===== config.mk =====
export PLATFORM = sky130hd
export DESIGN_NAME = mem_access
export DESIGN_NICKNAME = d
export VERILOG_FILES = /design/src/rtl/mem_access_pkg.sv /design/src/rtl/mem_lane_align.sv /design/src/rtl/mem_access.sv
export SDC_FILE = /design/constraint.sdc
export NUM_CORES = 1
export LEC_CHECK = 0
export BUFFER_PORTS_ARGS = -buffer_cell sky130_fd_sc_hd__buf_2
export CAP_MARGIN = 0
export CORE_ASPECT_RATIO = 0.7
export CORE_UTILIZATION = 42
export CTS_CLUSTER_SIZE = 10
export DETAILED_ROUTE_END_ITERATION = 8
export PLACE_DENSITY = 0.84
export SYNTH_ARGS = -nofsm -noshare
export SYNTH_HDL_FRONTEND = slang
export SYNTH_SLANG_ARGS = --single-unit
export TNS_END_PERCENT = 5

===== constraint.sdc =====
create_clock -name clk -period 2.1 [get_ports clk]
set_input_delay 0.42 -clock clk [delete_from_list [all_inputs] [get_ports clk]]
set_output_delay 0.42 -clock clk [all_outputs]
set_load 0.01 [all_outputs]

===== src/rtl/mem_access_pkg.sv =====
// ============================================================================
// Module   : mem_access_pkg
// Brief    : Shared types and encodings for the memory-stage access unit.
// Revision : 1.0 - initial release
// ============================================================================
`default_nettype none

package mem_access_pkg;

    localparam logic BW_BYTE = 1'b0;
    localparam logic BW_WORD = 1'b1;

    typedef enum logic [0:0] {
        MA_IDLE = 1'b0,
        MA_BUSY = 1'b1
    } ma_state_e;

    typedef struct packed {
        logic        regwrite;
        logic        memtoreg;
        logic [31:0] rdata;
        logic [31:0] alu;
        logic [4:0]  dst;
    } memwb_t;

endpackage

`default_nettype wire


===== src/rtl/mem_lane_align.sv =====
// ============================================================================
// Module   : mem_lane_align
// Brief    : Byte-lane steering for stores/loads plus misalignment detection.
// Revision : 1.0 - initial release
// ============================================================================
`default_nettype none

module mem_lane_align
    import mem_access_pkg::*;
(
    input  logic        access_i,
    input  logic        memwrite_i,
    input  logic        byteword_i,
    input  logic [1:0]  lane_i,
    input  logic [31:0] store_data_i,
    input  logic [31:0] rdata_i,
    output logic [3:0]  be_o,
    output logic [31:0] wdata_o,
    output logic [31:0] rdata_o,
    output logic        misaligned_o
);

    always_comb begin
        be_o = 4'hF;
        if (memwrite_i && (byteword_i == BW_BYTE)) begin
            be_o = 4'b0001 << lane_i;
        end

        // Byte stores replicate into every lane so the memory only needs the enables.
        wdata_o = (byteword_i == BW_BYTE) ? {4{store_data_i[7:0]}} : store_data_i;

        rdata_o = rdata_i;
        if (byteword_i == BW_BYTE) begin
            case (lane_i)
                2'd0:    rdata_o = {24'h0, rdata_i[7:0]};
                2'd1:    rdata_o = {24'h0, rdata_i[15:8]};
                2'd2:    rdata_o = {24'h0, rdata_i[23:16]};
                default: rdata_o = {24'h0, rdata_i[31:24]};
            endcase
        end

        misaligned_o = access_i && (byteword_i == BW_WORD) && (lane_i != 2'b00);
    end

endmodule

`default_nettype wire


===== src/rtl/mem_access.sv =====
// ============================================================================
// Module   : mem_access
// Brief    : MEM-stage req/ack access unit with timeout; owns MEM/WB register.
// Revision : 1.0 - initial release
// ============================================================================
`default_nettype none

module mem_access
    import mem_access_pkg::*;
#(
    parameter int TIMEOUT = 255
) (
    input  logic        clk,
    input  logic        reset,
    input  logic        regwrite,
    input  logic        memtoreg,
    input  logic        memread,
    input  logic        memwrite,
    input  logic        byteword,
    input  logic [31:0] alu_result,
    input  logic [31:0] store_data,
    input  logic [4:0]  dst_reg,
    output logic        mem_req,
    output logic        mem_we,
    output logic [31:0] mem_addr,
    output logic [3:0]  mem_be,
    output logic [31:0] mem_wdata,
    input  logic        mem_ack,
    input  logic [31:0] mem_rdata,
    output logic        stall,
    output logic        wb_regwrite,
    output logic        wb_memtoreg,
    output logic [31:0] wb_rdata,
    output logic [31:0] wb_alu,
    output logic [4:0]  wb_dst,
    output logic        exc_misaligned,
    output logic        mem_err
);

    localparam int             CW         = $clog2(TIMEOUT + 1);
    localparam logic [CW-1:0]  C_CNT_LAST = CW'(TIMEOUT - 1);

    ma_state_e r_state_q;
    logic [CW-1:0] r_cnt_q;
    logic          r_err_q;
    memwb_t        r_wb_q;

    logic        w_access;
    logic        w_mis;
    logic        w_issue;
    logic        w_timeout;
    logic [31:0] w_ld_data;

    assign w_access = memread | memwrite;

    mem_lane_align u_align (
        .access_i     (w_access),
        .memwrite_i   (memwrite),
        .byteword_i   (byteword),
        .lane_i       (alu_result[1:0]),
        .store_data_i (store_data),
        .rdata_i      (mem_rdata),
        .be_o         (mem_be),
        .wdata_o      (mem_wdata),
        .rdata_o      (w_ld_data),
        .misaligned_o (w_mis)
    );

    assign w_issue   = (r_state_q == MA_IDLE) && w_access && !w_mis;
    // Last BUSY cycle without ack; an ack in this same cycle takes priority.
    assign w_timeout = (r_state_q == MA_BUSY) && !mem_ack && (r_cnt_q == C_CNT_LAST);

    assign mem_req        = w_issue || (r_state_q == MA_BUSY);
    assign stall          = w_issue || ((r_state_q == MA_BUSY) && !mem_ack && !w_timeout);
    assign mem_we         = memwrite;
    assign mem_addr       = {alu_result[31:2], 2'b00};
    assign exc_misaligned = (r_state_q == MA_IDLE) && w_mis;

    always_ff @(posedge clk) begin
        if (reset) begin
            r_state_q <= MA_IDLE;
            r_cnt_q   <= '0;
            r_err_q   <= 1'b0;
            r_wb_q    <= '0;
        end else begin
            case (r_state_q)
                MA_IDLE: begin
                    if (!w_access) begin
                        r_wb_q <= '{regwrite: regwrite, memtoreg: memtoreg, rdata: 32'h0,
                                    alu: alu_result, dst: dst_reg};
                    end else if (w_mis) begin
                        r_wb_q <= '{regwrite: 1'b0, memtoreg: 1'b0, rdata: 32'h0,
                                    alu: alu_result, dst: dst_reg};
                    end else begin
                        r_state_q <= MA_BUSY;
                        r_cnt_q   <= '0;
                    end
                end
                MA_BUSY: begin
                    if (mem_ack) begin
                        r_wb_q <= '{regwrite: regwrite & ~memwrite, memtoreg: memtoreg,
                                    rdata: (memread & ~memwrite) ? w_ld_data : 32'h0,
                                    alu: alu_result, dst: dst_reg};
                        r_state_q <= MA_IDLE;
                    end else if (w_timeout) begin
                        r_err_q   <= 1'b1;
                        r_cnt_q   <= r_cnt_q + 1'b1;
                        r_wb_q    <= '{regwrite: 1'b0, memtoreg: 1'b0, rdata: 32'h0,
                                       alu: alu_result, dst: dst_reg};
                        r_state_q <= MA_IDLE;
                    end else begin
                        r_cnt_q <= r_cnt_q + 1'b1;
                    end
                end
                default: r_state_q <= MA_IDLE;
            endcase
        end
    end

    assign wb_regwrite = r_wb_q.regwrite;
    assign wb_memtoreg = r_wb_q.memtoreg;
    assign wb_rdata    = r_wb_q.rdata;
    assign wb_alu      = r_wb_q.alu;
    assign wb_dst      = r_wb_q.dst;
    assign mem_err     = r_err_q;

endmodule

`default_nettype wire

[Word-level counts from Yosys, hierarchy flattened]
Index checks and enable logic that the tools add are counted.
W data, S select, Z words.
Word-level totals
  bits in registers: 81
  logic and storage cells: 63
  input bits: 109
Operators by class
  eq/ne operators: 8
  reductions and logical operators: 19
  add/subtract/negate cells: 1
  shift operators: 1
  bitwise logic cells: 7
  multiplexer cells: 19
Operators by type and width (count)
  $mux W71: 4
  $pmux W71 S2: 1
  $mux W32: 3
  $mux W8: 3
  $pmux W8 S3: 1
  $pmux W8 S2: 1
  $logic_and A1 B1 Y1: 9
  $add A8 B1 Y8 const B: 1
  $eq A8 B8 Y1 const B: 1
  $reduce_and A3 Y1: 2
  $mux W1: 4
  $mux W4: 1
  $ne A2 B2 Y1 const B: 2
  $not A1 Y1: 4
  $shl A1 B2 Y4 const A: 1
  $logic_not A1 Y1: 3
  $ne A3 B2 Y1 const B: 1
  $ne A3 B3 Y1 const B: 1
  $and A1 B1 Y1: 2
  $eq A2 B1 Y1 const B: 1
  $eq A2 B2 Y1 const B: 1
  $logic_not A2 Y1: 1
  $logic_or A1 B1 Y1: 2
  $ne A2 B1 Y1 const B: 1
  other kinds (4): 4

[Logic depth before layout (Yosys ltp)]
  word-level depth: 6
  depth in mapped cells: 8
  mapped depth without buffers: 6

[Hierarchy]
A second synthesis with hierarchy kept.
Second synthesis, totals
  cells, all modules: 492
  area total of the unflattened synthesis: 4117.7 um^2
By module, submodules not included
  mem_access: cells an instance 349, area each 3241.9 um^2, sequential area each 1621.6 um^2, instances 1
  mem_lane_align: cells an instance 143, area each 875.8 um^2, sequential area each 0.0 um^2, instances 1

[Worst setup path before layout]
No wires, ideal clock.
  path type: in2out
  start point: in alu_result[0]
  end point: out mem_be[1]
  path buffers: 2
  required time: 1680 ps
  stages: 4
  slack: 296 ps
  arrival: 1384 ps
  path through: clkbuf_1 > clkbuf_1 > inv_1 > o21ai_0
Between the ends
  word-level cells in the longest chain between the ends: 2
RTL lines
  start: declaration: RTL line mem_access.sv:20  | input logic [31:0] alu_result,
  $shl A1 B2 Y4: RTL line mem_lane_align.sv:26  | be_o = 4'b0001 << lane_i;
  $mux W4: RTL line mem_lane_align.sv:25  | if (memwrite_i && (byteword_i == BW_BYTE)) begin
  end: declaration: RTL line mem_access.sv:26  | output logic [3:0] mem_be,
Every way passes these cells.

[Worst setup path in the final report]
  start point: reg r_cnt_q[0]
  end point: out stall
Between the ends
  word-level cells in the longest chain between the ends: 5
RTL lines
  start: declaration: RTL line mem_access.sv:44  | logic [CW-1:0] r_cnt_q;
  start signal: assignment: RTL line mem_access.sv:107  | r_cnt_q <= r_cnt_q + 1'b1;
  start signal: assignment: RTL line mem_access.sv:112  | r_cnt_q <= r_cnt_q + 1'b1;
  $eq A8 B8 Y1: RTL line mem_access.sv:71  | assign w_timeout = (r_state_q == MA_BUSY) && !mem_ack && (r_cnt_q == C_CNT_LAST);
  $logic_and A1 B1 Y1: RTL line mem_access.sv:71
  $logic_not A1 Y1: RTL line mem_access.sv:74  | assign stall = w_issue || ((r_state_q == MA_BUSY) && !mem_ack && !w_timeout);
  $logic_and A1 B1 Y1: RTL line mem_access.sv:74
  $logic_or A1 B1 Y1: RTL line mem_access.sv:74
  end: declaration: RTL line mem_access.sv:30  | output logic stall,
Every way passes these cells.

==> metrics <==
status finished, final reports clean; vias per cell 5.06; element type at the critical path end output port; post-synthesis sequential area ratio 0.417; Setup TNS Final 0 ns; Ys Warns 0; final hold vios 0; Antenna Nets Post-Route 0; placed cell count around 730; DP Worst Slack between 0.04 and 0.05 ns; Skew-Pair Late Insertion Delay ~0.33 ns; Syn Std Cell Area 3880 um^2; share of power burned in combinational logic 0.180; slowest cell on the critical path dfxtp_2; Switch Pwr 1.06 mW; CP delay by family, top flip-flops; leading area contributor after synthesis dfxtp_1; Crit path buffers/inverters 3; R2R depth 7; Clock Tree Root clkbuf_16; internal power approximately 2.9 mW; 1st-iter DRT viols ~150; Tightest Pin Transition 0.687 ns; worst path cell trace inv_1 -> ha_1 -> nand3_1 -> o21ai_2 -> and2_4 -> inv_1 -> buf_2; PnR worst setup slack 0.104 ns; Static Leak ~2.8 nW; total track usage 0.218; commonest non-fill, non-tap cell in the layout buf_2; vias in the first global route 3355; peak supply drop roughly 0.63 mV; starting density of the core 0.445; CTS tree yes; Worst setup SP type flip-flop; DRT Pass-1 Iters 4; kind of critical path reg -> out; Crit path largest cell delay about 0.35 ns; flops & latches, synth 81; Slew Limit Fails 0; Core Rows 28; Hold Crit Depth 2; final setup vio count 0; Vias 3774; antenna violations before repair 0; Worst-path clk slew approximately 0.06 ns; dpl hpwl 8400 um; CTS Sinks just over 80; fin cells 746; most frequent cells in the layout buf_2, dfxtp_1, nand2_1; design area roughly 5300 um^2; ANT cells 0; Worst Skew between 0.007 and 0.008 ns; most area-consuming cells after synthesis dfxtp_1, a22o_1, buf_4; Power Density approximately 750 nW/um^2; fin nets ~730; routability cong. 0.871; Fmax between 500 and 600 MHz; Max Cap Violations 0; core area just under 9000 um^2; dpl cell area just under 5000 um^2; Layout Utilization 0.602; post-synthesis cell type count 43; Critical Path AT around 1.6 ns; Port Buffers 250; Synth top area share 0.417; share of total power in sequential cells 0.417; GR Overflow Total 0; Design Power 3.96 mW; switching share of power 0.269; routed len/inst ~15 um; chip height roughly 82 um; drt drc 0; area grow syn2layout 35.2%; Ports ~250; CTS H-Tree Depth 3; Worst Hold Class in -> reg; Post-Syn Area per Cell between 9 and 10 um^2; Fin Hold WS ~0.3 ns; Tcrit/Tclk final 0.950; WP data required around 1.7 ns; Clock power frac 0.402; largest net degree at the start of global routing between 50 and 60; die area 9640 um^2; CP Max Fanout 8; first-pass GRT wire length ~16000 um; layout cells sized above 1 0.466; hold buffers post-CTS 0; Die X ~120 um; crit-path most repeated cell inv_1; Rel. slew slack 0.537; Synth Instances approximately 420; Min Clock Period, post-route 2.00 ns; clock buffer count from CTS 9; Post-Route WL 11100 um; CP Depth 7; clock buffer depth 2
-- cells by family (layout without fill, tap and decap cells) --
kind of cell | count (synthesis) | after routing | synth area share
and+or+nand+nor | 133 | 133 | 0.182
AOI/OAI and AO/OA | 93 | 93 | 0.179
DFF | 81 | 81 | 0.417
buffers and inverters | 74 | 283 | 0.126
muxes | 30 | 30 | 0.0837
adders and majority gates | 2 | 2 | 0.00644
xor gates and xnor gates | 2 | 2 | 0.00451
other | 1 | 2 | 0.000965
-- repair_timing --
| action | CTS | global route |
|---|---|---|
| setup buffers | 1 | 1 |
| gates resized for setup | 1 | 2 |
| endpoints found under the setup margin | 1 | 20 |
| pin swaps | 1 | 0 |
| hold endpoints to repair | 0 | 0 |
-- worst reg2reg max path, cell delays in order, from the launching register on --
cell and delay, ns:
dfxtp_2 0.35, inv_1 0.07, ha_1 0.17, nand3_1 0.14, o21ai_2 0.18, and2_4 0.16, buf_4 0.32, mux2i_1 0.26
-- power by group through the flow --
stage,registers (mW),clock network [mW],logic [mW]
4_1_cts,1.65,1.63,0.707
3_5_place_dp,1.68,0,0.703
3_3_place_gp,1.68,0,0.683
2_1_floorplan,1.71,0,0.394
5_1_grt,1.66,1.69,0.783
6_report,1.65,1.59,0.714
-- routing by layer --
layer / track usage / wire length, um / share of wire / vias to the layer above
met5: 0 / 0 / 0 / -
met4: 0.0519 / 131 / 0.012 / 0
met3: 0.0635 / 635 / 0.057 / 15
met2: 0.421 / 5800 / 0.52 / 153
met1: 0.235 / 4520 / 0.41 / 1795
li1: - / - / - / 1811
-- area by class of cell --
cell class	count	area (um^2)
Fill cell	755	3470
Multi-Input combinational cell	262	1790
Sequential cell	81	1620
Timing Repair Buffer	262	1370
Clock buffer	10	239
Tap cell	120	150
Clock inverter	6	66.3
Inverter	5	18.8
-- path summary, 6_finish.rpt --
check                   start           to  slack (ns)
setup / recovery   r_cnt_q[0]        stall        0.10
hold / removal     dst_reg[1]    wb_dst[1]        0.30
setup reg to reg   r_cnt_q[0]   wb_alu[27]        0.36
hold reg to reg   wb_rdata[1]  wb_rdata[1]        0.46
-- state kept, by name, summed over array words and instances (netlist names) --
| name | count |
|---|---|
| wb_dst | 5 |
| r_state_q | 1 |
| wb_regwrite | 1 |
| r_cnt_q | 8 |
| wb_rdata | 32 |
| mem_err | 1 |
| wb_alu | 32 |
| wb_memtoreg | 1 |
-- Yosys cell counts --
library cell,number
a21oi_1,18
or4b_4,1
nor2b_1,4
buf_2,7
a32o_1,2
o21a_1,1
clkbuf_2,1
a22o_1,41
buf_4,44
nand2b_1,41
buf_6,2
and4_1,1
xor2_1,2
nand3_1,2
nand2_1,57
or4_1,1
a21oi_2,1
and2_1,2
o21ai_2,1
nor3b_4,1
clkbuf_1,12
mux4_2,2
a211oi_1,7
nand4_2,1
a31oi_1,3
ha_1,2
buf_8,2
nor2_1,9
nor2_8,1
o2bb2ai_1,8
and2b_2,1
nor3_1,5
nand2_2,1
buf_1,1
o21ai_0,10
mux2i_1,28
or2b_1,1
conb_1,1
dfxtp_1,81
and3_1,1
nand4_1,3
o21ba_2,1
inv_1,5
Note: power is estimated with default switching activity, not from simulation.
